File: src/rtl/mul_pkg.sv
// mul_pkg: shared state encoding and default width for the shift-add multiplier
package mul_pkg;
    localparam int N_DEFAULT = 4;
    typedef enum logic [1:0] {IDLE = 2'd0, CALC = 2'd1, DONE = 2'd2} state_t;
endpackage

File: src/rtl/ripple_carry_adder.sv
// ripple_carry_adder: 4-bit ripple-carry adder used as the multiplier add stage
module ripple_carry_adder (
    input  logic [3:0] a,
    input  logic [3:0] b,
    input  logic       cin,
    output logic [3:0] sum,
    output logic       carry
);
    logic [4:0] c;
    assign c[0] = cin;
    for (genvar i = 0; i < 4; i++) begin : g_bit
        assign sum[i]   = a[i] ^ b[i] ^ c[i];
        assign c[i+1]   = (a[i] & b[i]) | (c[i] & (a[i] ^ b[i]));
    end
    assign carry = c[4];
endmodule

File: src/rtl/shift_add_multiplier.sv
// shift_add_multiplier: sequential unsigned N x N multiplier, one partial product per clock
// The adder carry shifts into the top of the accumulator so no product bit is lost.
module shift_add_multiplier
    import mul_pkg::*;
#(
    parameter int N = N_DEFAULT
) (
    input  logic           clk,
    input  logic           rst,
    input  logic           start,
    input  logic [N-1:0]   a,
    input  logic [N-1:0]   b,
    output logic           busy,
    output logic           done,
    output logic [2*N-1:0] product
);
    localparam int CW = $clog2(N + 1);

    if (N != 4) begin : g_bad_n
        $error("shift_add_multiplier: N must be 4 to match the 4-bit adder");
    end

    state_t        state, next_state;
    logic [N-1:0]  mcand, acc_hi, acc_lo, addend, sum;
    logic [CW-1:0] cnt;
    logic          carry, last;

    assign addend = acc_lo[0] ? mcand : '0;
    assign last   = cnt == CW'(N - 1);

    ripple_carry_adder u_add (
        .a     (acc_hi),
        .b     (addend),
        .cin   (1'b0),
        .sum   (sum),
        .carry (carry)
    );

    always_ff @(posedge clk or posedge rst) begin
        if (rst) state <= IDLE;
        else     state <= next_state;
    end

    always_comb begin
        next_state = state == IDLE ? (start ? CALC : IDLE) :
                     state == CALC ? (last ? DONE : CALC) : IDLE;
        busy       = state == CALC;
        done       = state == DONE;
    end

    always_ff @(posedge clk or posedge rst) begin
        if (rst) begin
            mcand   <= '0;
            acc_hi  <= '0;
            acc_lo  <= '0;
            cnt     <= '0;
            product <= '0;
        end else if (state == IDLE && start) begin
            mcand  <= a;
            acc_hi <= '0;
            acc_lo <= b;
            cnt    <= '0;
        end else if (state == CALC) begin
            acc_hi <= {carry, sum[N-1:1]};
            acc_lo <= {sum[0], acc_lo[N-1:1]};
            cnt    <= cnt + CW'(1);
            if (last) product <= {carry, sum, acc_lo[N-1:1]};
        end
    end
endmodule
File: config.mk
export PLATFORM = sky130hd
export DESIGN_NAME = shift_add_multiplier
export DESIGN_NICKNAME = d
export VERILOG_FILES = /design/src/rtl/mul_pkg.sv /design/src/rtl/ripple_carry_adder.sv /design/src/rtl/shift_add_multiplier.sv
export SDC_FILE = /design/constraint.sdc
export NUM_CORES = 1
export LEC_CHECK = 0
export ABC_AREA = 0
export BUFFER_PORTS_ARGS = -buffer_cell sky130_fd_sc_hd__clkbuf_2
export CAP_MARGIN = 20
export CELL_PAD_IN_SITES_DETAIL_PLACEMENT = 0
export CELL_PAD_IN_SITES_GLOBAL_PLACEMENT = 1
export CORE_ASPECT_RATIO = 2
export CORE_MARGIN = 2
export CORE_UTILIZATION = 43
export CTS_CLUSTER_DIAMETER = 40
export CTS_CLUSTER_SIZE = 24
export DETAILED_ROUTE_END_ITERATION = 10
export PLACE_DENSITY = 0.78
export SLEW_MARGIN = 25
export SYNTH_ARGS = -nofsm -noshare
export SYNTH_HDL_FRONTEND = slang
export SYNTH_SLANG_ARGS = --single-unit
File: constraint.sdc
create_clock -name clk -period 2.55 [get_ports clk]
set_input_delay 0.255 -clock clk [delete_from_list [all_inputs] [get_ports clk]]
set_output_delay 0.255 -clock clk [all_outputs]
set_load 0.02 [all_outputs]
Yosys cells after proc, flatten, opt, wreduce, memory -nomap -nowiden
Index checks and enable logic that the tools add are counted.
{"block": "totals", "memories": 0, "latch_bits": 0, "mem_bits_rw": 0, "reg_bits": 25, "elab_cells": 43, "rom_bits": 0}
{"block": "classes", "n_shift": 0, "muxes": 11, "n_bitwise": 18, "div_mod_pow": 0, "order_cmp": 0, "mul": 0, "n_eq_ne": 3, "n_addsub": 1, "reduce_logical": 4}
{"cell": "two-way mux 4 bit", "count": 5}
{"cell": "bitwise AND 1 bit", "count": 7}
{"cell": "XOR 1 bit", "count": 7}
{"cell": "two-way mux 2 bit", "count": 3}
{"cell": "two-way mux 3 bit", "count": 2}
{"cell": "adder 3 x 1 -> 3 bit, second input constant", "count": 1}
{"cell": "equality test 3 x 2 -> 1 bit, second input constant", "count": 1}
{"cell": "bitwise OR 1 bit", "count": 3}
{"cell": "AND reduction 3 bit", "count": 1}
{"cell": "equality test 2 x 1 -> 1 bit, second input constant", "count": 1}
{"cell": "equality test 2 bit, second input constant", "count": 1}
{"cell": "zero test 2 bit", "count": 1}
{"cell": "nonzero test 2 bit", "count": 1}
{"cell": "logical AND 1 bit", "count": 1}
{"cell": "two-way mux 1 bit", "count": 1}
{"cell": "NOT 1 bit", "count": 1}

Logic depth before layout (Yosys ltp)
Gate-level depths: netlist of run 1.
{"block": "depth", "depth_word": 10, "mapped_depth": 7, "mapped_depth_nobuf": 7}

By module
A second synthesis of run 1 with hierarchy kept.
{"block": "hier_totals", "cells_unflattened": 95, "area_unflattened_um2": 1203.7}
{"module": "shift_add_multiplier", "instances": 1, "seq_area_each_um2": 625.6, "area_each_um2": 1086.0, "cells_each": 81}
{"module": "ripple_carry_adder", "instances": 1, "seq_area_each_um2": 0.0, "area_each_um2": 117.6, "cells_each": 14}

Worst setup path after synthesis of run 1
Ideal clock, no wire load.
{"block": "synth_path", "kind": "register to register", "startpoint": "register acc_lo[0]", "endpoint": "register product[6]", "path_slack_ps": 453, "n_path_buf": 0, "stages_incl_launch_ff": 8, "arrival_ps": 2018, "cell_sequence": "dfrtp_1 -> and2_1 -> ha_1 -> fa_1 -> fa_1 -> inv_1 -> fa_1 -> mux2i_1"}
{"block": "synth_via", "elab_chain_cells": 7}
{"item": "start: declaration", "line_no": "shift_add_multiplier.sv:24", "source": "logic [N-1:0] mcand, acc_hi, acc_lo, addend, sum;"}
{"item": "start signal: assignment", "line_no": "shift_add_multiplier.sv:65", "source": "acc_lo <= {sum[0], acc_lo[N-1:1]};"}
{"item": "two-way mux 4 bit (*)", "line_no": "shift_add_multiplier.sv:28", "source": "assign addend = acc_lo[0] ? mcand : '0;"}
{"item": "bitwise AND 1 bit / XOR 1 bit (equally long branches)", "line_no": "ripple_carry_adder.sv:13", "source": "assign c[i+1] = (a[i] & b[i]) | (c[i] & (a[i] ^ b[i]));"}
{"item": "bitwise AND 1 bit", "line_no": "ripple_carry_adder.sv:13"}
{"item": "bitwise OR 1 bit", "line_no": "ripple_carry_adder.sv:13"}
{"item": "bitwise AND 1 bit", "line_no": "ripple_carry_adder.sv:13"}
{"item": "bitwise OR 1 bit", "line_no": "ripple_carry_adder.sv:13"}
{"item": "XOR 1 bit (*)", "line_no": "ripple_carry_adder.sv:12", "source": "assign sum[i] = a[i] ^ b[i] ^ c[i];"}
{"item": "end signal: assignment", "line_no": "shift_add_multiplier.sv:67", "source": "if (last) product <= {carry, sum, acc_lo[N-1:1]};"}
{"item": "end: declaration", "line_no": "shift_add_multiplier.sv:15", "source": "output logic [2*N-1:0] product"}
Mark *: on every way between the ends. The rest lies on a longest branch, timed or not.
A chain may end at the register's enable or synchronous reset.

Worst setup path in the final report of run 1
Same ends and word-level chain as after synthesis.

==> impl_metrics.py, run 1 <==
metrics = {
    "run_status": {
        "status": "completed",
    },
    "final_layout": {
        "multi_input_area_sq_um": 469,
        "diodes": 0,
        "nFillCells": 233,
        "final_core_util_pct": 51.4,
        "register_area_sq_um": 626,
        "nNetsFinal": 128,
        "syn_to_final_growth_pct": 13.8,
        "drive_above_1_share_pct": 26.4,
    },
    "grt": {
        "grt_use_total_pct": 15.6,
        "grt_pass1_wl_um": 3350,
        "grt_max_degree": 26,
        "grt_pass1_vias": 765,
        "overflow": 0,
        "antenna_found_initial": 0,
    },
    "pwr": {
        "total_power_mw": 1.69,
        "powerDensity_nw_per_um2": 1280,
        "power_leakage_nw": 0.636,
        "peakVddDrop_v": 0.000571,
    },
    "yosys": {
        "yosysMostFrequentCell": "dfrtp_1",
        "seq_area_frac_synth_pct": 53.9,
        "syn-instance-count": 90,
        "ys_top_cells_by_area": "dfrtp_1 54%, mux2_1 5.8%, fa_1 5.2%",
        "synth_top_area_share_pct": 53.9,
        "ys_types": 21,
        "synth_edf_count": 0,
        "async_flop_share_pct": 100,
        "syn_area_sq_um": 1160,
        "ys.warnings.count": 0,
        "yosysTopAreaCell": "dfrtp_1",
        "synth-seq-cells": 25,
        "synth.top_cells.by_count": "25 x dfrtp_1, 12 x inv_1, 6 x mux2_1",
        "synthFlopType": "dfrtp_1",
        "synthesis.nets": 107,
        "avgSynthCellArea_sq_um": 12.9,
    },
    "clocking": {
        "cts.path.max_buffers": 2,
        "cts_tree": "built",
        "cts.sinks": 25,
        "clk_latency_ns": 0.27,
        "htreeDepth": 1,
        "numCtsBuffers": 3,
        "post_cts_buffers": 0,
        "cts_resized": 0,
        "clk_pin_slew_ns": 0.08,
        "cts_root_buf": "clkbuf_8",
        "ctsHoldBuffers": 0,
    },
    "floorplanning": {
        "core_sq_um": 2570,
        "pin_count": 21,
        "rows": 26,
        "die_area_sq_um": 3150,
        "die_x_um": 40.7,
        "start_util_pct": 45.1,
        "die_h_um": 77.5,
    },
    "worst_setup_path": {
        "reg2reg_depth": 7,
        "critPathArrivalTime_ns": 2.38,
        "critPathMaxStageDelay_ns": 0.42,
        "worstPathRequired_ns": 2.74,
        "timing.rr.start": "acc_lo[0]$_DFFE_PP0P_",
        "cp_max_fo": 5,
        "cp-start-kind": "flip-flop",
        "endpoint_kind": "flip-flop",
        "r2r_setup_slack_ns": 0.35,
        "crit_chain": "and2_1, ha_1, fa_1, fa_1, inv_1, fa_1, mux2i_1",
        "path_common_cell": "fa_1",
        "cp_slowest_cell": "fa_1",
        "regToRegEndpoint": "product[6]$_DFFE_PP0P_",
        "criticalPathCategory": "reg2reg",
    },
    "route": {
        "antenna_left": 0,
        "drc": 0,
        "drtIter0Drc": 10,
        "routedWlPerCell_um": 14.2,
        "wl_um": 1950,
        "dr_total_vias": 720,
        "vias_per_cell": 5.22,
        "drtPass1Iterations": 4,
    },
    "place": {
        "dp_hpwl_um": 1530,
        "dp_slack_ns": 0.355,
        "io_buffers": 20,
        "routabilityCongestion": 0.725,
    },
    "timing": {
        "max_slew_margin_pct": 41.0,
        "period_share_pct": 86.1,
        "finalHoldViolations": 0,
        "rsz0062_at_grt": "false",
        "tightest_slew_ns": 0.879,
        "fin_tns_setup_ns": 0,
        "max_clock_freq_mhz": 456,
        "layout_setup_ws_ns": 0.355,
        "setup_viol": 0,
        "maxSlewViolCount": 0,
        "period_minus_slack_ns": 2.20,
        "skew_ns": 0.00162,
    },
    "worst_hold_path": {
        "hp-class": "in2async",
    },
    "flow_run": {
        "drv_cap": 0,
    },
}
==> layout by cell type, fill, tap and decap left out, types with 2 or more instances in the layout <==
master and instances:
ha_1 3, clkbuf_8 3, mux2i_1 2, mux2_1 6, mux2_2 5, a211oi_1 4
nor3b_1 4, inv_1 11, clkbuf_2 20, fa_1 3, a22o_1 3, o2bb2ai_1 3
and2_1 3, dfrtp_1 25, nand2b_1 3, nor4b_1 4
==> sequential cells by signal, indices dropped and copies added (netlist names) <==
signal,count
state,2
cnt,3
mcand,4
acc_lo,4
product,8
acc_hi,4
==> cell families (layout without fill, tap and decap cells) <==
logic type	after synthesis	count (layout)	synth area share, %
AO/OA/AOI/OAI	12	12	8.20
adder cells (fa/ha/maj)	6	6	8.41
buffers and inverters	16	36	5.61
multiplexers	13	13	12.4
flip-flops	25	25	53.9
AND/OR/NAND/NOR	18	18	11.4
==> area by class of cell <==
cell class	instances	share of cell area, %
Sequential cell	25	47.4
Multi-Input combinational cell	49	35.5
Timing Repair Buffer	20	7.58
Clock buffer	4	3.41
Inverter	12	3.41
Tap cell	28	2.65
==> where the power goes <==
| part | internal (mW) | switching, mW | total, mW |
|---|---|---|---|
| combinational | 0.347 | 0.385 | 0.732 |
| clock | 0.112 | 0.117 | 0.229 |
| sequential | 0.587 | 0.137 | 0.724 |
| total | 1.05 | 0.640 | 1.69 |
==> worst max-delay path: cells and delay by family (launching register included) <==
kind,cells,cell delay (ns)
muxes,1,0.14
and+or+nand+nor,1,0.15
DFF,1,0.41
buffers and inverters,1,0.07
adders and majority gates,4,1.36
==> routing by layer <==
layer | wire length (um) | share of wire, % | up-vias | global-route usage [%]
met2 | 1090 | 56 | 15 | 24.8
met4 | 58 | 3.0 | 0 | 9.00
met1 | 747 | 38 | 352 | 18.9
met5 | 0 | 0 | - | 0
li1 | - | - | 348 | -
met3 | 54 | 2.8 | 5 | 1.71
==> stage by stage <==
step                      area [sq um]  hold WS, ns  std cells
after global placement            1270        0.473        134
after global routing              1320       0.0950        138
after detailed placement          1270        0.473        134
final                             1320       0.0315        138
after CTS                         1320        0.193        138
after floorplan                   1160        0.282         90
==> how the worst max path moves through the flow <==
stage / start / end / slack [ns] / depth (start not counted)
after floorplan: acc_lo[0]$_DFFE_PP0P_ / product[6]$_DFFE_PP0P_ / 0.45 / 7
after global placement: acc_lo[0]$_DFFE_PP0P_ / product[6]$_DFFE_PP0P_ / 0.40 / 7
after detailed placement: acc_lo[0]$_DFFE_PP0P_ / acc_hi[2]$_DFFE_PP0P_ / 0.36 / 7
after CTS: acc_lo[0]$_DFFE_PP0P_ / product[6]$_DFFE_PP0P_ / 0.34 / 7
after global routing: acc_lo[0]$_DFFE_PP0P_ / product[6]$_DFFE_PP0P_ / 0.24 / 7
final: acc_lo[0]$_DFFE_PP0P_ / product[6]$_DFFE_PP0P_ / 0.35 / 7
Note: power is estimated with default switching activity, not from simulation.
==> run 2: changes to the inputs <==
--- a/config.mk
+++ b/config.mk
@@ -8,15 +8,11 @@
 export ABC_AREA = 0
 export BUFFER_PORTS_ARGS = -buffer_cell sky130_fd_sc_hd__clkbuf_2
 export CAP_MARGIN = 20
-export CELL_PAD_IN_SITES_DETAIL_PLACEMENT = 0
-export CELL_PAD_IN_SITES_GLOBAL_PLACEMENT = 1
-export CORE_ASPECT_RATIO = 2
-export CORE_MARGIN = 2
-export CORE_UTILIZATION = 43
+export CORE_UTILIZATION = 50
 export CTS_CLUSTER_DIAMETER = 40
 export CTS_CLUSTER_SIZE = 24
 export DETAILED_ROUTE_END_ITERATION = 10
-export PLACE_DENSITY = 0.78
+export PLACE_DENSITY = 0.74
 export SLEW_MARGIN = 25
 export SYNTH_ARGS = -nofsm -noshare
 export SYNTH_HDL_FRONTEND = slang
==> impl_metrics.py, run 2 (synthesis results as in run 1) <==
metrics = {
    "final_layout": {
        "final_area_sq_um": 1300,
        "diodes": 0,
        "multi_input_area_sq_um": 469,
        "drive_above_1_share_pct": 26.4,
        "largest_reg_flops": 8,
        "nNetsFinal": 128,
        "largest-register": "product",
        "final_cell_mix": "25 x dfrtp_1, 20 x clkbuf_2, 11 x inv_1",
        "layout_commonest_cell": "dfrtp_1",
        "syn_to_final_growth_pct": 12.2,
        "nFillCells": 189,
        "register_area_sq_um": 626,
    },
    "timing": {
        "tightest_slew_ns": 0.890,
        "layout_setup_ws_ns": 0.333,
        "skew_ns": 0.00493,
        "rsz0062_at_grt": "false",
        "setup_viol": 0,
        "maxSlewViolCount": 0,
        "period_minus_slack_ns": 2.22,
        "max_clock_freq_mhz": 451,
        "finalHoldViolations": 25,
        "period_share_pct": 87.0,
        "max_slew_margin_pct": 40.3,
        "worst_hold_slack_ns": -0.0273,
        "fin_tns_setup_ns": 0,
    },
    "grt": {
        "grt_use_total_pct": 18.0,
        "grt_pass1_wl_um": 3370,
        "grt_pass1_vias": 706,
        "grt_max_degree": 26,
        "overflow": 0,
        "antenna_found_initial": 0,
    },
    "clocking": {
        "cts.sinks": 25,
        "numCtsBuffers": 3,
        "cts_root_buf": "clkbuf_4",
        "htreeDepth": 1,
        "clk_latency_ns": 0.31,
        "clk_pin_slew_ns": 0.13,
        "ctsHoldBuffers": 0,
        "cts.path.max_buffers": 2,
        "cts_resized": 0,
        "post_cts_buffers": 0,
        "cts_tree": "built",
    },
    "floorplanning": {
        "core_sq_um": 2190,
        "pin_count": 21,
        "start_util_pct": 52.9,
        "die_x_um": 50.2,
        "die_area_sq_um": 2520,
        "die_h_um": 50.2,
        "rows": 17,
    },
    "place": {
        "io_buffers": 20,
        "routabilityCongestion": 0.772,
        "placed_area_sq_um": 1270,
        "dp_hpwl_um": 1450,
        "dp_slack_ns": 0.346,
    },
    "worst_hold_path": {
        "hp-class": "in2async",
    },
    "route": {
        "drtIter0Drc": 6,
        "drtPass1Iterations": 4,
        "dr_total_vias": 734,
        "antenna_left": 0,
        "vias_per_cell": 5.32,
        "wl_um": 1960,
        "drc": 0,
        "routedWlPerCell_um": 14.2,
    },
    "worst_setup_path": {
        "endpoint_kind": "flip-flop",
        "critPathArrivalTime_ns": 2.46,
        "cp_max_fo": 5,
        "worstPathRequired_ns": 2.79,
        "criticalPathCategory": "reg2reg",
        "cp-start-kind": "flip-flop",
    },
    "pwr": {
        "power_switching_mw": 0.654,
        "power_leakage_nw": 0.628,
        "powerDensity_nw_per_um2": 1270,
        "p_int_mw": 0.993,
        "pwr-share-seq_pct": 44.4,
        "p_sw_share_pct": 39.7,
        "total_power_mw": 1.65,
        "peakVddDrop_v": 0.000635,
        "pwr-share-clk_pct": 10.7,
        "p_comb_share_pct": 44.9,
    },
    "run_status": {
        "status": "finished with violations",
        "violations": "negative hold slack",
    },
    "flow_run": {
        "drv_cap": 0,
    },
}
[run 2: cell counts in the layout (fill, tap and decap cells not counted)]
No cell type changed its count.
[run 2: per-stage QoR]
step	instances	util, %
global route	138	59.4
global placement	134	58.2
floorplan	90	-
CTS	138	59.4
finish	138	59.4
detailed placement	134	58.2
[run 2: worst max-delay path, stage by stage (launching register included)]
cell and delay (ns):
dfrtp_1 0.43, and2_1 0.15, ha_1 0.18, fa_1 0.38
fa_1 0.37, inv_1 0.08, fa_1 0.42, mux2i_1 0.14
[run 2: area by class of cell]
type	count	area share, %
Sequential cell	25	48.1
Multi-Input combinational cell	49	36.1
Timing Repair Buffer	20	7.69
Inverter	12	3.46
Tap cell	28	2.69
Clock buffer	4	2.02
[run 2: power by group through the flow]
stage | combinational, mW | clock, mW | sequential [mW]
after floorplan | 0.509 | 0 | 0.765
after global placement | 0.709 | 0 | 0.727
after detailed placement | 0.747 | 0 | 0.742
after CTS | 0.750 | 0.178 | 0.732
after global routing | 0.828 | 0.199 | 0.761
final | 0.739 | 0.177 | 0.731
[run 2: worst paths after layout]
kind / depth (start not counted) / end / slack [ns] / from
worst max-delay path: 7 / product[6]$_DFFE_PP0P_ / 0.33 / acc_lo[0]$_DFFE_PP0P_
worst min-delay path: 2 / acc_lo[3]$_DFFE_PP0P_ / -0.03 / rst
worst max register to register: 7 / product[6]$_DFFE_PP0P_ / 0.33 / acc_lo[0]$_DFFE_PP0P_
worst min register to register: 1 / product[1]$_DFFE_PP0P_ / 0.51 / product[1]$_DFFE_PP0P_
max in group asynchronous: 2 / cnt[1]$_DFFE_PP0P_ / 2.16 / rst
min in group clk: 2 / mcand[1]$_DFFE_PP0P_ / 0.16 / a[1]
[run 2: per-layer routing]
layer / global-route usage [%] / vias to the layer above / part of all wire, %
li1: - / 349 / -
met1: 27.1 / 366 / 47
met2: 26.7 / 15 / 49
met3: 2.73 / 4 / 3.3
met4: 5.71 / 0 / 1.1
met5: 0 / - / 0
